===== src/rtl/button_debounce_pkg.sv =====
// Shared types and default timing constants for the button debounce block.
package button_pkg;

  typedef enum logic [1:0] {
    RELEASED,
    PRESS_WAIT,
    PRESSED,
    RELEASE_WAIT
  } btn_state_t;

  localparam int unsigned DEFAULT_DEBOUNCE_CYCLES = 120000;
  localparam int unsigned DEFAULT_REPEAT_DELAY    = 6000000;
  localparam int unsigned DEFAULT_REPEAT_PERIOD   = 1200000;

endpackage


===== src/rtl/button_debounce_channel.sv =====
// One debounce channel: 2-flop synchroniser, polarity fix, 4-state debounce FSM.
// Auto-repeat of btn_press is built only when BUTTON_DEBOUNCE_REPEAT_EN is defined.
module debounce_channel
  import button_pkg::*;
#(
  parameter int unsigned DEBOUNCE_CYCLES = DEFAULT_DEBOUNCE_CYCLES,
  parameter logic        ACTIVE_LOW      = 1'b0,
  parameter int unsigned REPEAT_DELAY    = DEFAULT_REPEAT_DELAY,
  parameter int unsigned REPEAT_PERIOD   = DEFAULT_REPEAT_PERIOD
) (
  input  logic CLK,
  input  logic RST,
  input  logic btn_raw,
  output logic btn_level,
  output logic btn_press,
  output logic btn_release
);

  localparam int unsigned CNT_W = $clog2(DEBOUNCE_CYCLES + 1);
  // Entering a WAIT state is the first stable cycle, so the wait ends D-1 cycles later.
  localparam logic [CNT_W-1:0] CNT_LAST =
    CNT_W'((DEBOUNCE_CYCLES > 1) ? (DEBOUNCE_CYCLES - 2) : 0);
  localparam bit DIRECT = (DEBOUNCE_CYCLES <= 1);

  if (DEBOUNCE_CYCLES < 1 || REPEAT_PERIOD < 2 || REPEAT_PERIOD > REPEAT_DELAY) begin : g_bad_cfg
    $error("debounce_channel: invalid DEBOUNCE_CYCLES/REPEAT_DELAY/REPEAT_PERIOD");
  end

  logic [1:0]       sync;
  logic             pressed_in;
  btn_state_t       state;
  logic [CNT_W-1:0] cnt;

`ifdef BUTTON_DEBOUNCE_REPEAT_EN
  localparam int unsigned RPT_W = $clog2(REPEAT_DELAY + 1);
  localparam logic [RPT_W-1:0] RPT_FIRE   = RPT_W'(REPEAT_DELAY - 1);
  localparam logic [RPT_W-1:0] RPT_RELOAD = RPT_W'(REPEAT_DELAY - REPEAT_PERIOD);
  logic [RPT_W-1:0] rpt_cnt;
`endif

  always_ff @(posedge CLK) begin
    if (RST) sync <= {2{ACTIVE_LOW}};
    else     sync <= {sync[0], btn_raw};
  end

  assign pressed_in = sync[1] ^ ACTIVE_LOW;

  always_ff @(posedge CLK) begin
    if (RST) begin
      state       <= RELEASED;
      cnt         <= '0;
      btn_level   <= 1'b0;
      btn_press   <= 1'b0;
      btn_release <= 1'b0;
`ifdef BUTTON_DEBOUNCE_REPEAT_EN
      rpt_cnt     <= '0;
`endif
    end else begin
      btn_press   <= 1'b0;
      btn_release <= 1'b0;
      unique case (state)
        RELEASED: begin
          if (pressed_in) begin
            cnt <= '0;
            if (DIRECT) begin
              state     <= PRESSED;
              btn_level <= 1'b1;
              btn_press <= 1'b1;
            end else begin
              state <= PRESS_WAIT;
            end
          end
        end
        PRESS_WAIT: begin
          if (!pressed_in) begin
            state <= RELEASED;
            cnt   <= '0;
          end else if (cnt == CNT_LAST) begin
            state     <= PRESSED;
            cnt       <= '0;
            btn_level <= 1'b1;
            btn_press <= 1'b1;
          end else begin
            cnt <= cnt + 1'b1;
          end
        end
        PRESSED: begin
          if (!pressed_in) begin
            cnt <= '0;
`ifdef BUTTON_DEBOUNCE_REPEAT_EN
            rpt_cnt <= '0;
`endif
            if (DIRECT) begin
              state       <= RELEASED;
              btn_level   <= 1'b0;
              btn_release <= 1'b1;
            end else begin
              state <= RELEASE_WAIT;
            end
          end
`ifdef BUTTON_DEBOUNCE_REPEAT_EN
          // Reloading to DELAY-PERIOD makes later repeats land every PERIOD cycles.
          else if (rpt_cnt == RPT_FIRE) begin
            btn_press <= 1'b1;
            rpt_cnt   <= RPT_RELOAD;
          end else begin
            rpt_cnt <= rpt_cnt + 1'b1;
          end
`endif
        end
        RELEASE_WAIT: begin
          if (pressed_in) begin
            state <= PRESSED;
            cnt   <= '0;
          end else if (cnt == CNT_LAST) begin
            state       <= RELEASED;
            cnt         <= '0;
            btn_level   <= 1'b0;
            btn_release <= 1'b1;
          end else begin
            cnt <= cnt + 1'b1;
          end
        end
        default: begin
          state <= RELEASED;
          cnt   <= '0;
        end
      endcase
    end
  end

endmodule


===== src/rtl/button_debounce.sv =====
// Multi-channel button debouncer with normalised polarity and press/release pulses.
// Define BUTTON_DEBOUNCE_REPEAT_EN to build auto-repeat on held buttons.
module button_debounce
  import button_pkg::*;
#(
  parameter int unsigned         NUM_BTN         = 4,
  parameter int unsigned         DEBOUNCE_CYCLES = DEFAULT_DEBOUNCE_CYCLES,
  parameter logic [NUM_BTN-1:0]  ACTIVE_LOW_MASK = 4'b1000,
  parameter int unsigned         REPEAT_DELAY    = DEFAULT_REPEAT_DELAY,
  parameter int unsigned         REPEAT_PERIOD   = DEFAULT_REPEAT_PERIOD
) (
  input  logic               CLK,
  input  logic               RST,
  input  logic [NUM_BTN-1:0] btn_raw,
  output logic [NUM_BTN-1:0] btn_level,
  output logic [NUM_BTN-1:0] btn_press,
  output logic [NUM_BTN-1:0] btn_release
);

  for (genvar i = 0; i < NUM_BTN; i++) begin : g_ch
    debounce_channel #(
      .DEBOUNCE_CYCLES (DEBOUNCE_CYCLES),
      .ACTIVE_LOW      (ACTIVE_LOW_MASK[i]),
      .REPEAT_DELAY    (REPEAT_DELAY),
      .REPEAT_PERIOD   (REPEAT_PERIOD)
    ) u_ch (
      .CLK         (CLK),
      .RST         (RST),
      .btn_raw     (btn_raw[i]),
      .btn_level   (btn_level[i]),
      .btn_press   (btn_press[i]),
      .btn_release (btn_release[i])
    );
  end

endmodule

===== config.mk =====
export PLATFORM = sky130hd
export DESIGN_NAME = button_debounce
export DESIGN_NICKNAME = d
export VERILOG_FILES = /design/src/rtl/button_debounce_pkg.sv /design/src/rtl/button_debounce_channel.sv /design/src/rtl/button_debounce.sv
export SDC_FILE = /design/constraint.sdc
export NUM_CORES = 1
export LEC_CHECK = 0
export CAP_MARGIN = 30
export CORE_MARGIN = 1.5
export CORE_UTILIZATION = 53
export CTS_CLUSTER_DIAMETER = 30
export DETAILED_ROUTE_END_ITERATION = 10
export PLACE_DENSITY = 0.74
export SLEW_MARGIN = 15
export SYNTH_ARGS = -nofsm -noshare
export SYNTH_HDL_FRONTEND = slang
export SYNTH_SLANG_ARGS = --single-unit

===== constraint.sdc =====
create_clock -name CLK -period 5.4 [get_ports CLK]
set_input_delay 1.08 -clock CLK [delete_from_list [all_inputs] [get_ports CLK]]
set_output_delay 1.08 -clock CLK [all_outputs]
set_load 0.02 [all_outputs]

# Word-level counts from Yosys, hierarchy flattened
# Index checks and enable logic that the tools add are counted.
[totals]
reg_bits = 96
output_inout_bits = 12
wordCells = 192
[classes]
addsub = 4
n_bitwise = 12
n_reduce_logical = 28
eq_ne = 48
n_mux = 76
[op_table]
columns = ["op", "n"]
rows = [
  ["2-to-1 mux 17 bit", 20],
  ["case mux 17 bit (4 select lines)", 4],
  ["adder 17 x 1 -> 17 bit (second input constant)", 4],
  ["== test 17 bit (second input constant)", 4],
  ["2-to-1 mux 2 bit", 24],
  ["!= test 2 x 1 -> 1 bit (second input constant)", 16],
  ["case mux 2 bit (4 select lines)", 4],
  ["OR reduction 3 bit", 8],
  ["2-to-1 mux 1 bit", 20],
  ["AND reduction 5 bit", 4],
  ["== test 2 bit (second input constant)", 8],
  ["!= test 2 bit (second input constant)", 8],
  ["AND reduction 4 bit", 4],
  ["!= test 3 x 1 -> 1 bit (second input constant)", 4],
  ["!= test 3 bit (second input constant)", 4],
  ["NOT 1 bit", 12],
  ["== test 2 x 1 -> 1 bit (second input constant)", 4],
  ["logical NOT 2 bit", 4],
  ["case mux 1 bit (2 select lines)", 4],
  ["AND reduction 2 bit", 4],
  ["nonzero test 2 bit", 4],
]

# Depth between registers and ports, before layout
[logic_depth]
depth_word = 4
ltp_mapped = 8
mapped_depth_nobuf = 7

# Cells and area by module
# Synthesis repeated with hierarchy kept, for this count alone.
[unflattened]
hier_cells = 557
area_unflattened_um2 = 4783.3
[modules_own_cells]
columns = ["mod", "instances", "cells_each", "seq_area_each_um2", "area_each_um2"]
rows = [
  ["debounce_channel (g_ch[0].u_ch ...)", 3, 139, 480.5, 1192.4],
  ["debounce_channel (g_ch[3].u_ch)", 1, 140, 480.5, 1206.2],
]

# Worst setup path after synthesis
# Ideal clock, no wire load.
[synth_timing]
path_kind = "input -> register"
from = "in RST"
to = "reg g_ch[3].u_ch.cnt[16]"
t_arrival_ns = 2.412
path_slack_ns = 2.926
setup_time_ns = 0.062
cell_stages = 6
path_cell_list = "clkbuf_1 -> nand3b_1 -> or2_1 -> buf_2 -> or4_1 -> nand3_1"
[synth_rtl]
columns = ["item", "line_no", "text"]
rows = [
  ["from (decl)", "button_debounce.sv:13", "input logic RST,"],
  ["to (signal assigned)", "button_debounce_channel.sv:84", "cnt <= cnt + 1'b1;"],
  ["to (signal assigned)", "button_debounce_channel.sv:121", "cnt <= cnt + 1'b1;"],
  ["to (decl)", "button_debounce_channel.sv:32", "logic [CNT_W-1:0] cnt;"],
]

==> results by group <==
Status
  – Status: finished clean

Critical path
  – CP endpoint kind: register
  – CP arrival: 3.51 ns
  – Critical path's top delay family: simple AND/OR/NAND/NOR gates
  – Element type at the critical path start: input pin
  – CP peak stage delay: between 0.7 and 0.8 ns
  – Critical-path cell list: clkdlybuf4s50_1, nand3b_1, nor2_1, o21ai_0, a31oi_1
  – CP bufs+invs: 1
  – Max FO, Critical Path: 21
  – Setup Crit Path Kind: in2reg
  – Critical Path RT: 5.69 ns
  – CP max stage cell: nor2_1

CTS
  – Clock sink total: 96
  – Clock tree buffer depth: 2
  – Cts hold-fix bufs: 0
  – # resized after CTS: 0
  – CTS tree: yes
  – H-tree levels: 3
  – Clk pin slew, worst setup/hold paths: around 0.09 ns
  – Post-CTS setup buffer count: 0
  – Clk_lat worst skew: 0.36 ns
  – CTS buffer count: 9
  – CTS Root Buffer Type: clkbuf_8

Synth
  – Yosys reg bits: 96
  – Cell variety after synth: 61
  – Xor and xnor fraction of the mapped netlist area: around 2.8%
  – Syn Area/Cell: 8.19 um^2
  – Top cells by area, synth: dfxtp_1 (41%), nand2_1 (5.0%), nand3_1 (3.8%), a21oi_1 (3.6%), o21ai_0 (3.3%)
  – Ys async rst share: 0%
  – Post-synthesis simple-gate area fraction: 31.3%
  – Synth Area in Compound Gates: between 10% and 20%
  – Primary FF master, synth: dfxtp_1
  – Largest family of logic cells by synthesized area: simple AND/OR/NAND/NOR gates
  – EDFF count, synth: 0
  – Post-Synth Adder-Cell Area: under 10%
  – Mux share of post-synthesis cell area: between 1 and 1.5%
  – Synth Warn #: 0
  – Post-synthesis sequential area ratio: between 40% and 50%
  – Synth Cell Area: 0.00469 mm^2
  – Yosys top cell area share: 41.0%
  – Post-Syn Nets: between 500 and 600
  – Cells after Synth: roughly 570
  – Yosys top cell by area: dfxtp_1

STA
  – Final number of setup-violating endpoints: 0
  – Hold Fails Final Rpt: 0
  – Worst clock skew: 0.0118 ns
  – Slew Viols, Final: 0
  – Slew HR: about two fifths
  – Min Tclk post-route: between 3 and 4 ns
  – Max Clock Freq: 311 MHz
  – TNS Setup: 0 ns
  – RSZ-0062 raised after global routing: false
  – Slew of the pin with the lowest slew margin: 0.919 ns
  – Final worst-path cycle share: 59.6%

Placed design
  – IO Port Bufs: 17
  – Inst Count DP: 668
  – Routability cong.: ~0.88
  – Detailed placement HPWL: 6540 um

Final layout
  – Nets: 586
  – Share of cells above drive strength 1: 7.11%
  – Area growth syn-to-layout: 8.85%
  – Non-Filler Instances: 685
  – Commonest non-fill, non-tap cells in the layout: dfxtp_1 (96), nand2_1 (63), nor2_1 (37)
  – Commonest non-fill, non-tap cell in the layout: dfxtp_1
  – Antenna Cells: 0

Global route
  – Initial antenna violation count: 0
  – Largest net degree at the start of global routing: 29
  – Global router's overall resource usage: 20.5%
  – Vias in the first global route: 3,711
  – First-pass GRT wire length: 16,400 um
  – GR Overflow Total: 0

Floorplanning
  – Total I/O pin count: 18
  – Die X: around 97 um
  – Die height: a little under 100 um
  – Placeable Area: 0.00864 mm^2
  – Die ar.: 0.00943 mm^2
  – Starting density of the core: 54.3%
  – Row Count: 34

Pwr
  – Pleak: 1.68 nW
  – Max IR drop VDD: 0.000144 V
  – Pwr dens: about 270 mW/mm^2

Detailed routing
  – Initial detailed-routing violation count: 143
  – Pre-antenna DRT Iters: 5
  – Routed wire length: around 9500 um
  – Vias per std cell: 5.95
  – Vias: 4,078
  – Post-DRT Antenna Nets: 0
  – Avg WL per Cell: approximately 14 um
  – Remaining DRCs: 0

Run
  – Max-Cap Viols: 0

Min path
  – HP Class: reg2reg
==> cells in the mapped netlist (5+ instances only) <==
| master | number |
|---|---|
| dfxtp_1 | 96 |
| nand2_1 | 63 |
| nor2_1 | 37 |
| nand3_1 | 36 |
| a21oi_1 | 34 |
| o21ai_0 | 31 |
| nor3_1 | 27 |
| nand4_1 | 24 |
| inv_1 | 19 |
| or3_1 | 18 |
| a31oi_1 | 17 |
| clkbuf_1 | 16 |
| buf_4 | 13 |
| o21ai_1 | 12 |
| xor2_1 | 11 |
| nor4_1 | 9 |
| ha_1 | 8 |
| nor2b_1 | 7 |
| a21o_1 | 6 |
| buf_2 | 6 |
| mux2i_1 | 6 |
| or2_2 | 6 |
| nand4b_1 | 5 |
==> path summary, 6_finish.rpt <==
| path | from | end | slack, ns | cells after the start |
|---|---|---|---|---|
| worst min register to register | g_ch[3].u_ch.sync[0] | g_ch[3].u_ch.sync[1] | 0.42 | 1 |
| worst min-delay path | g_ch[3].u_ch.sync[0] | g_ch[3].u_ch.sync[1] | 0.42 | 1 |
| worst max-delay path | RST | g_ch[1].u_ch.cnt[8] | 2.18 | 5 |
| worst max register to register | g_ch[3].u_ch.cnt[8] | g_ch[3].u_ch.cnt[10] | 3.01 | 5 |
==> report_power, final <==
group	internal, W	total (W)	leakage [nW]	switching (W)
sequential	0.000714	0.000721	0.776	0.00000643
clock	0.000347	0.000595	0.133	0.000248
combinational	0.0000234	0.0000544	0.770	0.0000310
==> flip-flops by register name, indices dropped and copies added (netlist names), named ones only <==
name,count
g_ch.u_ch.btn_press,4
g_ch.u_ch.btn_level,4
g_ch.u_ch.btn_release,4
g_ch.u_ch.sync,8
g_ch.u_ch.state,4
g_ch.u_ch.cnt,68
==> stage by stage <==
stage,area [um^2],util (%),total power [W],hold WS [ns],setup slack (ns)
floorplan,4690,-,0.000776,0.389,2.93
global placement,4820,55.8,0.000789,0.397,1.79
detailed placement,4840,56.0,0.000791,0.401,1.85
CTS,5100,59.1,0.00138,0.421,2.22
global route,5110,59.1,0.00141,0.432,1.97
finish,5110,59.1,0.00137,0.416,2.18
==> cell families after synthesis <==
family / count (synthesis)
xor+xnor: 15
simple gates: 270
compound gates: 123
buf+inv: 55
fa+ha+maj: 8
mux: 6
flops: 96
==> per-layer routing <==
metal,GRT usage (%),up-vias,routed length [um]
met5,0,-,0
met4,8.92,0,121
met3,3.31,11,302
met2,32.9,76,4380
met1,27.5,1925,4680
li1,-,2066,-
==> final cells by class <==
type / count / area (um^2)
Fill cell: 784 / 3530
Timing Repair Buffer: 24 / 215
Inverter: 19 / 71.3
Tap cell: 108 / 135
Sequential cell: 96 / 1920
Multi-Input combinational cell: 422 / 2500
Clock buffer: 12 / 165
Clock inverter: 4 / 98.8
(Power assumes the default switching activity.)
